## src/rtl/aes_stream_arbiter_if.sv

```systemverilog
// Requester, cipher and result signals of the AES stream arbiter, bundled with
// the arbiter (slave) and environment (master) views.
interface aes_stream_arbiter_if;
  logic [1:0] req_i;
  logic [7:0] key0_i;
  logic [7:0] key1_i;
  logic [7:0] data0_i;
  logic [7:0] data1_i;
  logic [1:0] valid_i;
  logic [1:0] last_i;
  logic [1:0] ready_o;

  logic       cip_new_message;
  logic [7:0] cip_key;
  logic [7:0] cip_data_in;
  logic       cip_valid_in;
  logic [7:0] cip_data_out;
  logic       cip_valid_out;

  logic [7:0] out_data;
  logic [1:0] out_valid;
  logic [1:0] grant_o;
  logic       err_o;

  modport slave (
    input  req_i, key0_i, key1_i, data0_i, data1_i, valid_i, last_i,
    input  cip_data_out, cip_valid_out,
    output ready_o, cip_new_message, cip_key, cip_data_in, cip_valid_in,
    output out_data, out_valid, grant_o, err_o
  );

  modport master (
    output req_i, key0_i, key1_i, data0_i, data1_i, valid_i, last_i,
    output cip_data_out, cip_valid_out,
    input  ready_o, cip_new_message, cip_key, cip_data_in, cip_valid_in,
    input  out_data, out_valid, grant_o, err_o
  );
endinterface

```

## src/rtl/aes_stream_arbiter.sv

```systemverilog
// Two-requester arbiter feeding a shared byte-stream cipher and routing results back.
// Define ARB_ROUND_ROBIN_EN for round-robin arbitration; default is fixed priority (requester 0).
module aes_stream_arbiter #(
  parameter int MAX_OUT = 16
) (
  input  logic              clk,
  input  logic              reset,
  aes_stream_arbiter_if.slave bus
);

  localparam logic [7:0] MAX_OUT_C = 8'(MAX_OUT);

  typedef enum logic [1:0] {
    IDLE   = 2'd0,
    START  = 2'd1,
    STREAM = 2'd2,
    DRAIN  = 2'd3
  } state_t;

  state_t     state_reg, state_next;
  logic       owner_reg, owner_next;
  logic [1:0] grant_reg, grant_next;
  logic [7:0] key_reg, key_next;
  logic [7:0] outstanding_reg, outstanding_next;
  logic       err_reg, err_next;

  logic       winner;
  logic       room;
  logic       accept;
  logic       owner_last;
  logic [1:0] ready_vec;
  logic [1:0] out_valid_vec;

`ifdef ARB_ROUND_ROBIN_EN
  // rr_ptr_reg names the requester that wins a tie; the previous owner loses it.
  logic rr_ptr_reg, rr_ptr_next;

  always_comb begin
    if (bus.req_i == 2'b11) begin
      winner = rr_ptr_reg;
    end else begin
      winner = ~bus.req_i[0];
    end
  end

  always_comb begin
    rr_ptr_next = rr_ptr_reg;
    if (state_reg == IDLE && (|bus.req_i)) begin
      rr_ptr_next = ~winner;
    end
  end

  always_ff @(posedge clk) begin
    if (reset) begin
      rr_ptr_reg <= 1'b0;
    end else begin
      rr_ptr_reg <= rr_ptr_next;
    end
  end
`else
  always_comb begin
    winner = ~bus.req_i[0];
  end
`endif

  assign room       = (outstanding_reg < MAX_OUT_C);
  assign owner_last = bus.last_i[owner_reg];

  for (genvar gi = 0; gi < 2; gi++) begin : g_req
    assign ready_vec[gi]     = (state_reg == STREAM) && (owner_reg == 1'(gi)) && room;
    assign out_valid_vec[gi] = (state_reg != IDLE) && (owner_reg == 1'(gi)) && bus.cip_valid_out;
  end

  assign accept = |(ready_vec & bus.valid_i);

  // Next-state logic; ownership changes only at IDLE arbitration and after drain.
  always_comb begin
    state_next = state_reg;
    owner_next = owner_reg;
    grant_next = grant_reg;
    key_next   = key_reg;
    case (state_reg)
      IDLE: begin
        if (|bus.req_i) begin
          owner_next = winner;
          grant_next = winner ? 2'b10 : 2'b01;
          key_next   = winner ? bus.key1_i : bus.key0_i;
          state_next = START;
        end
      end
      START: begin
        state_next = STREAM;
      end
      STREAM: begin
        if (accept && owner_last) begin
          state_next = DRAIN;
        end
      end
      DRAIN: begin
        if (outstanding_reg == 8'd0) begin
          grant_next = 2'b00;
          state_next = IDLE;
        end
      end
      default: begin
        state_next = IDLE;
      end
    endcase
  end

  // Simultaneous issue and return cancel; a return with nothing outstanding is an error.
  always_comb begin
    outstanding_next = outstanding_reg;
    err_next         = err_reg;
    if (accept && !bus.cip_valid_out) begin
      outstanding_next = outstanding_reg + 8'd1;
    end else if (!accept && bus.cip_valid_out) begin
      if (outstanding_reg == 8'd0) begin
        err_next = 1'b1;
      end else begin
        outstanding_next = outstanding_reg - 8'd1;
      end
    end
    if (state_reg == IDLE && bus.cip_valid_out) begin
      err_next = 1'b1;
    end
  end

  always_ff @(posedge clk) begin
    if (reset) begin
      state_reg <= IDLE;
    end else begin
      state_reg <= state_next;
    end
  end

  always_ff @(posedge clk) begin
    if (reset) begin
      owner_reg       <= 1'b0;
      grant_reg       <= 2'b00;
      key_reg         <= 8'd0;
      outstanding_reg <= 8'd0;
      err_reg         <= 1'b0;
    end else begin
      owner_reg       <= owner_next;
      grant_reg       <= grant_next;
      key_reg         <= key_next;
      outstanding_reg <= outstanding_next;
      err_reg         <= err_next;
    end
  end

  assign bus.ready_o         = ready_vec;
  assign bus.cip_new_message = (state_reg == START);
  assign bus.cip_key         = key_reg;
  assign bus.cip_valid_in    = accept;
  assign bus.cip_data_in     = owner_reg ? bus.data1_i : bus.data0_i;
  assign bus.out_data        = bus.cip_data_out;
  assign bus.out_valid       = out_valid_vec;
  assign bus.grant_o         = grant_reg;
  assign bus.err_o           = err_reg;

endmodule

```

## src/flat_wrapper.sv

```systemverilog
// flat-port wrapper written by rule: the top's interface ports become plain ports
module aes_stream_arbiter_flat 
#(
  parameter int MAX_OUT = 16
)
  (clk, reset, bus_req_i, bus_key0_i, bus_key1_i, bus_data0_i, bus_data1_i, bus_valid_i, bus_last_i, bus_cip_data_out, bus_cip_valid_out, bus_ready_o, bus_cip_new_message, bus_cip_key, bus_cip_data_in, bus_cip_valid_in, bus_out_data, bus_out_valid, bus_grant_o, bus_err_o);
  aes_stream_arbiter_if bus_i ();
  input  logic clk;
  input  logic reset;
  input wire logic [$bits(bus_i.req_i)-1:0] bus_req_i;
  input wire logic [$bits(bus_i.key0_i)-1:0] bus_key0_i;
  input wire logic [$bits(bus_i.key1_i)-1:0] bus_key1_i;
  input wire logic [$bits(bus_i.data0_i)-1:0] bus_data0_i;
  input wire logic [$bits(bus_i.data1_i)-1:0] bus_data1_i;
  input wire logic [$bits(bus_i.valid_i)-1:0] bus_valid_i;
  input wire logic [$bits(bus_i.last_i)-1:0] bus_last_i;
  input wire logic [$bits(bus_i.cip_data_out)-1:0] bus_cip_data_out;
  input wire logic [$bits(bus_i.cip_valid_out)-1:0] bus_cip_valid_out;
  output wire logic [$bits(bus_i.ready_o)-1:0] bus_ready_o;
  output wire logic [$bits(bus_i.cip_new_message)-1:0] bus_cip_new_message;
  output wire logic [$bits(bus_i.cip_key)-1:0] bus_cip_key;
  output wire logic [$bits(bus_i.cip_data_in)-1:0] bus_cip_data_in;
  output wire logic [$bits(bus_i.cip_valid_in)-1:0] bus_cip_valid_in;
  output wire logic [$bits(bus_i.out_data)-1:0] bus_out_data;
  output wire logic [$bits(bus_i.out_valid)-1:0] bus_out_valid;
  output wire logic [$bits(bus_i.grant_o)-1:0] bus_grant_o;
  output wire logic [$bits(bus_i.err_o)-1:0] bus_err_o;
  assign bus_i.req_i = bus_req_i;
  assign bus_i.key0_i = bus_key0_i;
  assign bus_i.key1_i = bus_key1_i;
  assign bus_i.data0_i = bus_data0_i;
  assign bus_i.data1_i = bus_data1_i;
  assign bus_i.valid_i = bus_valid_i;
  assign bus_i.last_i = bus_last_i;
  assign bus_i.cip_data_out = bus_cip_data_out;
  assign bus_i.cip_valid_out = bus_cip_valid_out;
  assign bus_ready_o = bus_i.ready_o;
  assign bus_cip_new_message = bus_i.cip_new_message;
  assign bus_cip_key = bus_i.cip_key;
  assign bus_cip_data_in = bus_i.cip_data_in;
  assign bus_cip_valid_in = bus_i.cip_valid_in;
  assign bus_out_data = bus_i.out_data;
  assign bus_out_valid = bus_i.out_valid;
  assign bus_grant_o = bus_i.grant_o;
  assign bus_err_o = bus_i.err_o;
  aes_stream_arbiter #(.MAX_OUT(MAX_OUT)) u_core (.clk(clk), .reset(reset), .bus(bus_i));
endmodule
```

## config.mk

```make
export PLATFORM = sky130hd
export DESIGN_NAME = aes_stream_arbiter_flat
export DESIGN_NICKNAME = d
export VERILOG_FILES = /design/src/rtl/aes_stream_arbiter_if.sv /design/src/rtl/aes_stream_arbiter.sv /design/src/flat_wrapper.sv
export SDC_FILE = /design/constraint.sdc
export NUM_CORES = 1
export LEC_CHECK = 0
export ABC_AREA = 1
export BUFFER_PORTS_ARGS = -buffer_cell sky130_fd_sc_hd__buf_4
export CAP_MARGIN = 20
export CORE_AREA = 2 2 65 67
export DETAILED_ROUTE_END_ITERATION = 7
export DIE_AREA = 0 0 67 69
export GPL_ROUTABILITY_DRIVEN = 0
export MAX_ROUTING_LAYER = met4
export PLACE_DENSITY = 0.85
export SYNTH_ARGS = -nofsm -noshare
export SYNTH_HDL_FRONTEND = slang
export SYNTH_SLANG_ARGS = --single-unit
```

## constraint.sdc

```tcl
create_clock -name clk -period 2.3 [get_ports clk]
set_input_delay 0.46 -clock clk [delete_from_list [all_inputs] [get_ports clk]]
set_output_delay 0.46 -clock clk [all_outputs]
set_load 0.03 [all_outputs]
```

==> impl_metrics.json <==
{
  "syn_area_per_cell_sq_um": 6.54,
  "rows": 23,
  "slew-limit-headroom_pct": 65.2,
  "syn_nets": 304,
  "nets": 371,
  "cts_tree": "yes",
  "critPathArrivalTime_ns": 2.34,
  "crit_path_max_fanout": 7,
  "dp_cells": 349,
  "drc": 0,
  "tns_ns": 0,
  "wl_met3_um": 194,
  "cts.path.max_buffers": 2,
  "crit_required_ns": 2.50,
  "vias": 1779,
  "ys_ff_latch": 22,
  "via_per_inst": 5.00,
  "grt_usage_pct": 18.1,
  "fin_cells": 356,
  "layout-drive-gt1-share_pct": 33.7,
  "hold_buffers": 0,
  "min_period_ns": 2.14,
  "grt_pass1_vias": 1613,
  "synth_compound_area_share_pct": 13.9,
  "crit_buf_inv": 3,
  "routed.top_layer": "met4",
  "start_kind": "register",
  "synth_area_sq_um": 1580,
  "cpMostUsedCell": "nand2_1",
  "ys_seq_area_share_pct": 28.0,
  "yosys.area_share.simple_pct": 32.6,
  "finalMaxSlewViolations": 0,
  "core-area_sq_um": 3910,
  "grt_start_max_net_pins": 19,
  "num_antenna_cells": 0,
  "power_mw": 3.11,
  "numCtsBuffers": 3,
  "async_flop_share_pct": 0,
  "drt-pass1-iter-count": 4,
  "finalSetupViolCount": 0,
  "area_growth_pct": 44.9,
  "cp_top_family": "simple AND/OR/NAND/NOR gates",
  "outcome": "finished, final reports clean",
  "synth_top_family_by_area": "simple AND/OR/NAND/NOR gates",
  "yosys.cell_types.count": 29,
  "synthMuxAreaShare_pct": 0,
  "worst_pin_slew_ns": 0.522,
  "hold_viol": 0,
  "synth_edf_count": 0,
  "p_leak_nw": 1.17,
  "cts_sinks": 22,
  "fin_crit_sh_pct": 93.2,
  "wl_mm": 4.25,
  "max_stage_delay_ns": 0.34,
  "n_fill_cell": 392,
  "die_x_um": 67,
  "htreeDepth": 1,
  "path_clk_slew_ns": 0.07,
  "antenna_left": 0,
  "hold_path_class": "in -> reg",
  "root_buffer": "clkbuf_8",
  "skew_ns": 0.00132,
  "critPathCaptureType": "register",
  "io_buffer_count": 65,
  "grt_antenna_before_repair": 0,
  "path_cells": "inv_2 -> ha_4 -> inv_1 -> nor2_1 -> nand4_1 -> nand2_4 -> ha_4 -> inv_8 -> ha_4 -> nand2_1 -> nor2_1 -> nand3_1 -> nand2_1 -> nand2_1 -> nand2_1 -> nand2_1 -> a21oi_1",
  "synth-main-ff-cell": "dfxtp_1",
  "powerDensity_nw_per_um2": 1360,
  "clk_latency_ns": 0.26,
  "synth_adder_area_share_pct": 11.6,
  "synth-xor-area-share_pct": 2.22,
  "wl_met2_mm": 2.21,
  "max_cap_violations": 0,
  "drt_iter0_drc": 64,
  "dieArea_sq_um": 4620,
  "overflow": 0,
  "vdd_drop_max_v": 0.000860,
  "yosysWarnings": 0,
  "cp_slowest_cell": "dfxtp_2",
  "start_util_pct": 40.2,
  "path_class": "reg -> reg",
  "fmax_mhz": 466,
  "synth_cells": 241,
  "wl_met1_mm": 1.78,
  "io_pins": 82,
  "grt_pass1_wl_mm": 6.67,
  "die_y_um": 69,
  "hpwl_mm": 3.18,
  "wire_per_inst_um": 11.9
}
[cells in the final DEF, fill, tap and decap left out, types with 2 or more instances in the layout]
cell	instances
a21oi_1	13
a21oi_2	3
a31oi_1	9
buf_4	75
clkbuf_8	3
clkinv_1	2
dfxtp_1	21
ha_1	6
ha_4	7
inv_1	21
inv_2	2
nand2_1	82
nand2_2	2
nand2_4	2
nand3_1	5
nand4_1	4
nor2_1	16
nor3_1	3
nor3_2	2
o21ai_0	11
o21ai_1	4
or2_4	2
xnor2_1	2
xor2_1	2
[layer usage]
metal	global-route usage (%)	vias to the layer above
li1	-	900
met1	21.2	813
met2	30.3	57
met3	3.26	9
met4	6.80	0
met5	-	-
[cells in the mapped netlist, drive strengths merged, types with 3 or more instances]
cell    number  share of area (%)
a21oi       16                5.1
a31oi        9                3.6
buf         10                4.8
clkbuf       3               0.71
dfxtp       22                 28
ha          13                 10
inv         24                5.7
nand2       86                 21
nand3        5                1.6
nand4        4                1.6
nor2        18                4.9
nor3         5                1.9
o21ai       15                4.8
[layout make-up]
class / instances / area [sq um] / share of cell area, %
Multi-Input combinational cell: 180 / 1070 / 46.8
Clock buffer: 3 / 41.3 / 1.81
Sequential cell: 22 / 442 / 19.4
Timing Repair Buffer: 75 / 563 / 24.7
Tap cell: 50 / 62.6 / 2.74
Inverter: 26 / 105 / 4.61
[final timing paths]
kind / from / to / slack, ns / cells after the start
max: u_core.state_reg[0] / u_core.outstanding_reg[7] / 0.16 / 17
min reg2reg: u_core.bus.grant_o[0] / u_core.bus.grant_o[0] / 0.47 / 2
max reg2reg: u_core.state_reg[0] / u_core.outstanding_reg[7] / 0.16 / 17
min: reset / u_core.bus.grant_o[0] / 0.40 / 2
[repair_timing]
action	4_1_cts	5_1_grt
resized for setup	6	11
pin swaps	0	5
endpoints found under the setup margin	4	5
setup buffers	0	4
cloned	0	0
[through the flow]
| stage | util (%) | hold WS (ns) | cell area [sq um] | worst slack, ns |
|---|---|---|---|---|
| final | 58.3 | 0.405 | 2280 | 0.156 |
| after global routing | 58.3 | 0.399 | 2280 | -0.00690 |
| after CTS | 56.2 | 0.401 | 2200 | 0.0369 |
| after detailed placement | 53.8 | 0.463 | 2110 | -0.0475 |
| after global placement | 53.8 | 0.455 | 2110 | 0.0512 |
| after floorplan | - | 0.455 | 1600 | -0.0146 |
[where the power goes]
group	switching [mW]	internal, mW
Sequential	0.136	0.545
Clock	0.120	0.117
Combinational	1.29	0.906
Total	1.55	1.57
[worst reg2reg max path, cell delays in order, from the launching register on]
cell	delay, ns
dfxtp_2	0.34
inv_2	0.07
ha_4	0.14
inv_1	0.05
nor2_1	0.08
nand4_1	0.14
nand2_4	0.12
ha_4	0.17
inv_8	0.06
ha_4	0.29
nand2_1	0.07
nor2_1	0.11
nand3_1	0.11
nand2_1	0.08
nand2_1	0.04
nand2_1	0.05
nand2_1	0.05
a21oi_1	0.11
[logic make-up after synthesis]
family                     count (synthesis)
xor gates and xnor gates                   4
buffers and inverters                     39
AOI/OAI and AO/OA                         41
DFF                                       22
adders and majority gates                 14
and+or+nand+nor                          121
Note: power is estimated with default switching activity, not from simulation.
